--- src/rtl/masked_key_expander.sv ---
// Sequencer for a 3-share masked AES-128 key schedule: feeds RotWord(w3) shares to an
// external masked S-box column, folds the results back and streams round keys 0..10.
module masked_key_expander #(
    parameter int SBOX_LAT   = 4,
    parameter int NUM_ROUNDS = 10
) (
    input  logic         clk,
    input  logic         rst_n,
    input  logic         start,
    input  logic [127:0] key1,
    input  logic [127:0] key2,
    input  logic [127:0] key3,
    output logic         busy,
    output logic [31:0]  sb_in1,
    output logic [31:0]  sb_in2,
    output logic [31:0]  sb_in3,
    input  logic [31:0]  sb_out1,
    input  logic [31:0]  sb_out2,
    input  logic [31:0]  sb_out3,
    output logic         guards_mux_sel,
    output logic         guards_reg_en,
    output logic         rk_valid,
    input  logic         rk_ready,
    output logic [127:0] rk1,
    output logic [127:0] rk2,
    output logic [127:0] rk3,
    output logic [3:0]   rk_round,
    output logic         done
);

    typedef enum logic [2:0] {
        ST_IDLE   = 3'd0,
        ST_EMIT   = 3'd1,
        ST_ISSUE  = 3'd2,
        ST_WAIT   = 3'd3,
        ST_UPDATE = 3'd4,
        ST_DONE   = 3'd5
    } state_t;

    localparam int              CNT_W    = (SBOX_LAT > 1) ? $clog2(SBOX_LAT) : 1;
    localparam logic [CNT_W-1:0] CNT_LOAD = CNT_W'(SBOX_LAT - 1);
    localparam logic [CNT_W-1:0] CNT_ONE  = CNT_W'(1);
    localparam logic [CNT_W-1:0] CNT_ZERO = CNT_W'(0);
    localparam logic [3:0]      LAST_RND = 4'(NUM_ROUNDS);

    function automatic logic [7:0] xtime(input logic [7:0] b);
        return {b[6:0], 1'b0} ^ (b[7] ? 8'h1b : 8'h00);
    endfunction

    function automatic logic [31:0] rot_word(input logic [31:0] w);
        return {w[23:0], w[31:24]};
    endfunction

    // XOR-chain one share of the key state with its share of the transformed word
    function automatic logic [127:0] update_share(input logic [127:0] st, input logic [31:0] t);
        logic [31:0] w0;
        logic [31:0] w1;
        logic [31:0] w2;
        logic [31:0] w3;
        w0 = st[127:96] ^ t;
        w1 = st[95:64]  ^ w0;
        w2 = st[63:32]  ^ w1;
        w3 = st[31:0]   ^ w2;
        return {w0, w1, w2, w3};
    endfunction

    state_t           state_r, state_s;
    logic [127:0]     st1_r, st2_r, st3_r, st1_s, st2_s, st3_s;
    logic [31:0]      cap1_r, cap2_r, cap3_r, cap1_s, cap2_s, cap3_s;
    logic [7:0]       rcon_r, rcon_s;
    logic [3:0]       rnd_r, rnd_s;
    logic             first_r, first_s;
    logic [CNT_W-1:0] cnt_r, cnt_s;

    logic             busy_r, busy_s, done_r, done_s, rk_valid_r, rk_valid_s;
    logic             mux_sel_r, mux_sel_s, reg_en_r, reg_en_s;
    logic [31:0]      sb_in1_r, sb_in2_r, sb_in3_r, sb_in1_s, sb_in2_s, sb_in3_s;
    logic [127:0]     rk1_r, rk2_r, rk3_r, rk1_s, rk2_s, rk3_s;
    logic [3:0]       rk_round_r, rk_round_s;

    // Next-state and datapath-register logic
    always_comb begin
        state_s = state_r;
        st1_s   = st1_r;
        st2_s   = st2_r;
        st3_s   = st3_r;
        cap1_s  = cap1_r;
        cap2_s  = cap2_r;
        cap3_s  = cap3_r;
        rcon_s  = rcon_r;
        rnd_s   = rnd_r;
        first_s = first_r;
        cnt_s   = cnt_r;
        case (state_r)
            ST_IDLE: begin
                if (start) begin
                    st1_s   = key1;
                    st2_s   = key2;
                    st3_s   = key3;
                    rcon_s  = 8'h01;
                    rnd_s   = 4'd0;
                    first_s = 1'b1;
                    state_s = ST_EMIT;
                end else begin
                    state_s = ST_IDLE;
                end
            end
            ST_EMIT: begin
                if (rk_ready) begin
                    state_s = (rnd_r == LAST_RND) ? ST_DONE : ST_ISSUE;
                end else begin
                    state_s = ST_EMIT;
                end
            end
            ST_ISSUE: begin
                first_s = 1'b0;
                cnt_s   = CNT_LOAD;
                state_s = ST_WAIT;
            end
            ST_WAIT: begin
                if (cnt_r == CNT_ZERO) begin
                    cap1_s  = sb_out1;
                    cap2_s  = sb_out2;
                    cap3_s  = sb_out3;
                    state_s = ST_UPDATE;
                end else begin
                    cnt_s = cnt_r - CNT_ONE;
                end
            end
            ST_UPDATE: begin
                // Rcon enters share 1 only; shares never mix
                st1_s   = update_share(st1_r, cap1_r ^ {rcon_r, 24'h000000});
                st2_s   = update_share(st2_r, cap2_r);
                st3_s   = update_share(st3_r, cap3_r);
                rcon_s  = xtime(rcon_r);
                rnd_s   = rnd_r + 4'd1;
                state_s = ST_EMIT;
            end
            ST_DONE: begin
                state_s = ST_IDLE;
            end
            default: begin
                state_s = ST_IDLE;
            end
        endcase
    end

    // Output values decoded from the upcoming state so every port is driven by a flop
    always_comb begin
        busy_s     = 1'b0;
        done_s     = 1'b0;
        rk_valid_s = 1'b0;
        mux_sel_s  = 1'b0;
        reg_en_s   = 1'b0;
        sb_in1_s   = sb_in1_r;
        sb_in2_s   = sb_in2_r;
        sb_in3_s   = sb_in3_r;
        rk1_s      = rk1_r;
        rk2_s      = rk2_r;
        rk3_s      = rk3_r;
        rk_round_s = rk_round_r;
        case (state_s)
            ST_EMIT: begin
                busy_s     = 1'b1;
                rk_valid_s = 1'b1;
                rk1_s      = st1_s;
                rk2_s      = st2_s;
                rk3_s      = st3_s;
                rk_round_s = rnd_s;
            end
            ST_ISSUE: begin
                busy_s    = 1'b1;
                reg_en_s  = 1'b1;
                mux_sel_s = first_r;
                sb_in1_s  = rot_word(st1_s[31:0]);
                sb_in2_s  = rot_word(st2_s[31:0]);
                sb_in3_s  = rot_word(st3_s[31:0]);
            end
            ST_WAIT, ST_UPDATE: begin
                busy_s = 1'b1;
            end
            ST_DONE: begin
                done_s = 1'b1;
            end
            ST_IDLE: begin
                busy_s = 1'b0;
            end
            default: begin
                busy_s = 1'b0;
            end
        endcase
    end

    // State, key-state and output registers
    always_ff @(posedge clk or negedge rst_n) begin
        if (!rst_n) begin
            state_r    <= ST_IDLE;
            st1_r      <= 128'd0;
            st2_r      <= 128'd0;
            st3_r      <= 128'd0;
            cap1_r     <= 32'd0;
            cap2_r     <= 32'd0;
            cap3_r     <= 32'd0;
            rcon_r     <= 8'h01;
            rnd_r      <= 4'd0;
            first_r    <= 1'b0;
            cnt_r      <= CNT_ZERO;
            busy_r     <= 1'b0;
            done_r     <= 1'b0;
            rk_valid_r <= 1'b0;
            mux_sel_r  <= 1'b0;
            reg_en_r   <= 1'b0;
            sb_in1_r   <= 32'd0;
            sb_in2_r   <= 32'd0;
            sb_in3_r   <= 32'd0;
            rk1_r      <= 128'd0;
            rk2_r      <= 128'd0;
            rk3_r      <= 128'd0;
            rk_round_r <= 4'd0;
        end else begin
            state_r    <= state_s;
            st1_r      <= st1_s;
            st2_r      <= st2_s;
            st3_r      <= st3_s;
            cap1_r     <= cap1_s;
            cap2_r     <= cap2_s;
            cap3_r     <= cap3_s;
            rcon_r     <= rcon_s;
            rnd_r      <= rnd_s;
            first_r    <= first_s;
            cnt_r      <= cnt_s;
            busy_r     <= busy_s;
            done_r     <= done_s;
            rk_valid_r <= rk_valid_s;
            mux_sel_r  <= mux_sel_s;
            reg_en_r   <= reg_en_s;
            sb_in1_r   <= sb_in1_s;
            sb_in2_r   <= sb_in2_s;
            sb_in3_r   <= sb_in3_s;
            rk1_r      <= rk1_s;
            rk2_r      <= rk2_s;
            rk3_r      <= rk3_s;
            rk_round_r <= rk_round_s;
        end
    end

    assign busy           = busy_r;
    assign done           = done_r;
    assign rk_valid       = rk_valid_r;
    assign guards_mux_sel = mux_sel_r;
    assign guards_reg_en  = reg_en_r;
    assign sb_in1         = sb_in1_r;
    assign sb_in2         = sb_in2_r;
    assign sb_in3         = sb_in3_r;
    assign rk1            = rk1_r;
    assign rk2            = rk2_r;
    assign rk3            = rk3_r;
    assign rk_round       = rk_round_r;

endmodule

--- config.mk ---
export PLATFORM = sky130hd
export DESIGN_NAME = masked_key_expander
export DESIGN_NICKNAME = d
export VERILOG_FILES = /design/src/rtl/masked_key_expander.sv
export SDC_FILE = /design/constraint.sdc
export NUM_CORES = 2
export LEC_CHECK = 0
export CORE_AREA = 4 4 376 378
export DETAILED_ROUTE_END_ITERATION = 10
export DIE_AREA = 0 0 380 382
export SETUP_SLACK_MARGIN = 0.1
export SLEW_MARGIN = 10
export SYNTH_ARGS = -nofsm -noshare
export SYNTH_HDL_FRONTEND = slang
export SYNTH_SLANG_ARGS = --single-unit
--- constraint.sdc ---
create_clock -name clk -period 5.45 [get_ports clk]
set_input_delay 1.3625 -clock clk [delete_from_list [all_inputs] [get_ports clk]]
set_output_delay 1.3625 -clock clk [all_outputs]
set_load 0.03 [all_outputs]
---- Word level (Yosys, flattened, before mapping) ----
Cells that the tools add are included.
W data, S select, Z words.
cells by class
  add/subtract/negate cells ............... 2
  equal/unequal tests ..................... 12
  mux-type cells .......................... 25
  bitwise operators ....................... 14
  reduce and logical (&&, ||, !) cells .... 10
operators by type and width
  cell                   count
  $pmux W128 S2          3
  $xor A32 B32 Y32       13
  $mux W128              3
  $pmux W8 S2            1
  $pmux W3 S5            1
  $eq A3 B2 Y1 const B   4
  $eq A3 B3 Y1 const B   3
  $mux W3                3
  $mux W8                1
  $pmux W4 S2            1
  $reduce_and A2 Y1      4
  $xor A8 B5 Y8          1
  $mux W1                7
  $eq A3 B1 Y1 const B   2
  $reduce_bool A2 Y1     3
  $mux W5                1
  $add A4 B1 Y4 const B  1
  $eq A4 B4 Y1 const B   1
  $mux W4                1
  $ne A2 B2 Y1 const B   2
  $pmux W2 S2            1
  $reduce_or A4 Y1       1
  $logic_not A3 Y1       1
  $logic_not A2 Y1       1
  other kinds (3)        3
word-level totals
  flip-flop bits (word level) ............. 987
  input bits .............................. 484
  output and inout port bits .............. 489
  logic and storage cells ................. 86

---- Longest topological paths before layout ----
  depth in word-level cells ............... 7
  mapped depth ............................ 9
  gate-level depth less buffers ........... 6

---- Worst setup path after synthesis ----
Ideal clock, no wire load.
  kind .................................... input-to-reg
  start point ............................. input rk_ready
  end point ............................... register rk3_r[110], in the netlist rk3[110]
  setup time .............................. 0.125 ns
  data arrival time ....................... 2.690 ns
  required time ........................... 5.325 ns
  slack ................................... 2.635 ns
  stages .................................. 6
  buffers on the path ..................... 2
  cell sequence ........................... or3b_1 > a21o_2 > clkinv_2 > buf_6 > buf_4 > mux2_2
between the ends
  cells in the longest elaborated chain, start to end .. 3
RTL lines
  what                  RTL line  text
  from (decl)           23        input logic rk_ready,
  $mux W3               109       if (rk_ready) begin
  $pmux W3 S5           94        case (state_r)
  $eq A3 B1 Y1          162       case (state_s)
  to (signal assigned)  242       rk3_r <= rk3_s;
  to (decl)             78        logic [127:0] rk1_r, rk2_r, rk3_r, rk1_s, rk2_s, rk3_s;
Every way passes these cells.
A chain may end at the register's enable or synchronous reset.

---- Worst setup path after layout ----
  start point ............................. register state_r[0]
  end point ............................... register rk1_r[23], in the netlist rk1[23]
between the ends
  cells in the longest elaborated chain, start to end .. 3
  elaborated cells on any way between the ends .. 9
  classes of those cells .................. 5 x eq/ne; 3 x mux; 1 x reduce/logical
RTL lines
  what                                  RTL line  text
  from (decl)                           67        state_t state_r, state_s;
  from (signal assigned)                221       state_r <= state_s;
  $eq A3 B3 Y1 (tied with other cells)  94
  $pmux W3 S5                           94
  $eq A3 B1 Y1                          162
  to (signal assigned)                  240       rk1_r <= rk1_s;
  to (decl)                             78
Parallel ways exist; a longest one is shown, timed or not.

==> flow_summary.json <==
{
  "placed_area_sq_um": 57200,
  "wl_per_cell_um": 27.4,
  "worstMarginPinSlew_ps": 1220,
  "synth_cells": 3722,
  "leakage_nw": 26.3,
  "whs_ps": 479,
  "synthTopCellsByCount": "dfrtp_1, nand2_1, mux2_2",
  "vdd_drop_max_v": 0.000335,
  "vias": 35300,
  "ys_async_sr_fraction": 1.00,
  "cp-start-kind": "flop",
  "crit_path_max_fanout": 68,
  "nets": 5070,
  "yosysMostFrequentCell": "dfrtp_1",
  "cts_resized": 0,
  "antenna_left": 0,
  "dp.cells": 6263,
  "finish.instance_area_sq_um": 61200,
  "cap_violations": 0,
  "rsz0062_at_grt": "false",
  "synth_ff_type": "dfrtp_1",
  "grt.overflow.total": 0,
  "yosys_warnings": 0,
  "ys_ff_latch": 987,
  "cts_root_buf": "clkbuf_16",
  "cts_made_buffers": 112,
  "post_synth_instance_area_sq_um": 45900,
  "first_global_vias": 35200,
  "cts_tree": "yes",
  "initial_core_util": 0.334,
  "skew_ps": 34.0,
  "crit_type": "flop to flop",
  "drt_first_pass_iters": 7,
  "hold_class": "flop to flop",
  "nFillCells": 12700,
  "crit_arrival_ps": 4110,
  "grt_pass1_wl_mm": 255,
  "die_w_um": 380,
  "avgViaCountPerCell": 5.43,
  "avgSynthCellArea_sq_um": 12.3,
  "period_needed_ps": 3520,
  "drive_above_1_share": 0.139,
  "slew_headroom": 0.166,
  "grt_max_degree": 159,
  "fp-row-count": 136,
  "synth_top_area_cell": "dfrtp_1",
  "numPortBuffers": 972,
  "cts_setup_buffers": 0,
  "first_iter_violations": 2887,
  "ys_types": 62,
  "htree_levels": 3,
  "drc": 0,
  "insertion_delay_ps": 720,
  "syn_to_final_growth_pct": 33.3,
  "yosysTopAreaCellShare": 0.538,
  "die_h_um": 382,
  "hpwl_mm": 124,
  "drv_slew": 0,
  "die-area_sq_um": 145000,
  "antenna_found_initial": 34,
  "core_area_sq_um": 137000,
  "place.gp.congestion": 0.860,
  "finalNonFillerCells": 6494,
  "ios": 973,
  "cts_hold_repair.buffers": 0,
  "worstPathRequired_ps": 6050,
  "fin_setup_tns_ps": 0,
  "status": "finished, final reports clean",
  "setup_viol": 0,
  "grtUsageTotal": 0.236,
  "cts_max_path_buffers": 3,
  "fmaxAchievable_ghz": 0.284,
  "synth-seq-area-share": 0.538,
  "clk_pin_slew_ps": 60,
  "synth-edff-count": 0,
  "wirelength_mm": 178,
  "power_density_nw_per_um2": 693,
  "end_kind": "flop",
  "synth_nets": 4209,
  "clock_sinks": 987,
  "timing.final.hold_violations": 0,
  "synth_area_leaders": "dfrtp_1, mux2_2, xor3_1",
  "min_period_over_period": 0.645
}
## cell type report
| class | instances | area [sq um] | area share |
|---|---|---|---|
| timing repair buffer | 1039 | 10600 | 0.173 |
| sequential | 987 | 24700 | 0.404 |
| clock buffer | 165 | 3310 | 0.0541 |
| inverter | 9 | 52.6 | 0.000859 |
| tap | 1794 | 2240 | 0.0367 |
| clock inverter | 43 | 583 | 0.00953 |
| antenna | 23 | 57.6 | 0.000941 |
| multi-input combinational | 2434 | 19600 | 0.321 |
## worst paths after layout
path / startpoint / endpoint / slack, ps / cells after the start
max in group asynchronous: rst_n / cap3_r[8] / 3400 / 3
max reg2reg: state_r[0] / rk1[23] / 1930 / 5
min: sb_in2[7] / sb_in2[7] / 480 / 2
max: state_r[0] / rk1[23] / 1930 / 5
min reg2reg: sb_in2[7] / sb_in2[7] / 480 / 2
min in group asynchronous: rst_n / rk2[11] / 660 / 1
## layer usage
| metal | global-route usage | wire, um | vias to the layer above |
|---|---|---|---|
| met5 | 0 | 69 | - |
| met1 | 0.319 | 76700 | 18200 |
| met3 | 0.0510 | 11900 | 268 |
| met2 | 0.373 | 82300 | 1333 |
| met4 | 0.0928 | 6640 | 10 |
| li1 | - | - | 15400 |
## flip-flops by register name, indices dropped and copies added (netlist names), 8 cells and up
| register | flops |
|---|---|
| cap1_r | 32 |
| rk1 | 128 |
| cap3_r | 32 |
| sb_in3 | 32 |
| rk3 | 128 |
| rk2 | 128 |
| cap2_r | 32 |
| st2_r | 128 |
| sb_in1 | 32 |
| rcon_r | 8 |
| st1_r | 128 |
| sb_in2 | 32 |
| st3_r | 128 |
## power breakdown
part,internal [mW],switching (mW)
logic,9.32,11.3
registers,10.9,2.89
clock network,4.73,3.22
## critical path, stage by stage (launching register included)
cell,delay (ps)
dfrtp_4,980
buf_4,810
nor4b_1,130
mux2i_1,870
mux2i_1,230
o31a_1,280
## layout by cell type, fill, tap and decap left out, types with 8 or more instances in the layout
| cell type | synthesis | final |
|---|---|---|
| nor2_1 | 150 | 150 |
| a211o_1 | 8 | 8 |
| buf_12 | 0 | 27 |
| nor2b_1 | 8 | 8 |
| xor3_1 | 80 | 80 |
| clkinv_2 | 1 | 20 |
| a22oi_1 | 89 | 89 |
| xnor3_1 | 16 | 16 |
| bufinv_16 | 0 | 11 |
| a21oi_1 | 14 | 14 |
| dfrtp_1 | 986 | 983 |
| xor2_1 | 8 | 8 |
| mux2_2 | 296 | 296 |
| and2_1 | 158 | 158 |
| nor4b_1 | 88 | 88 |
| nand4_1 | 9 | 9 |
| a31oi_1 | 130 | 130 |
| nand3b_1 | 9 | 9 |
| or2_2 | 42 | 41 |
| or2_1 | 30 | 30 |
| clkbuf_16 | 0 | 112 |
| o211ai_1 | 89 | 89 |
| a221o_1 | 184 | 184 |
| nor4bb_1 | 64 | 64 |
| and4bb_2 | 24 | 24 |
| clkdlybuf4s50_1 | 0 | 971 |
| nand2b_1 | 71 | 70 |
| clkbuf_8 | 0 | 31 |
| a2bb2oi_1 | 8 | 8 |
| mux2i_1 | 142 | 142 |
| mux2i_2 | 15 | 15 |
| o21ai_0 | 104 | 104 |
| diode_2 | 0 | 23 |
| xnor2_1 | 11 | 11 |
| o31a_1 | 70 | 70 |
| nand2_1 | 382 | 382 |
| nor3b_1 | 88 | 88 |
| clkbuf_1 | 114 | 22 |
| buf_4 | 36 | 40 |
## cells by family (layout without fill, tap and decap cells)
kind of cell,Yosys count,in the layout,share of synthesized area
AOI/OAI and AO/OA,714,714,0.119
other,0,23,0
and+or+nand+nor,1141,1141,0.143
muxes,461,461,0.111
adders and majority gates,3,3,0.000818
xor gates and xnor gates,115,115,0.0529
DFF,987,987,0.538
buffers and inverters,301,1256,0.0348
## metrics by stage
step	setup WS (ps)	total power [mW]	utilization
floorplan	2640	26.1	-
finish	1930	42.4	0.445
detailed placement	1340	34.5	0.416
global route	1890	44.4	0.445
CTS	1910	42.6	0.444
global placement	1340	34.1	0.416
(Power assumes the default switching activity.)
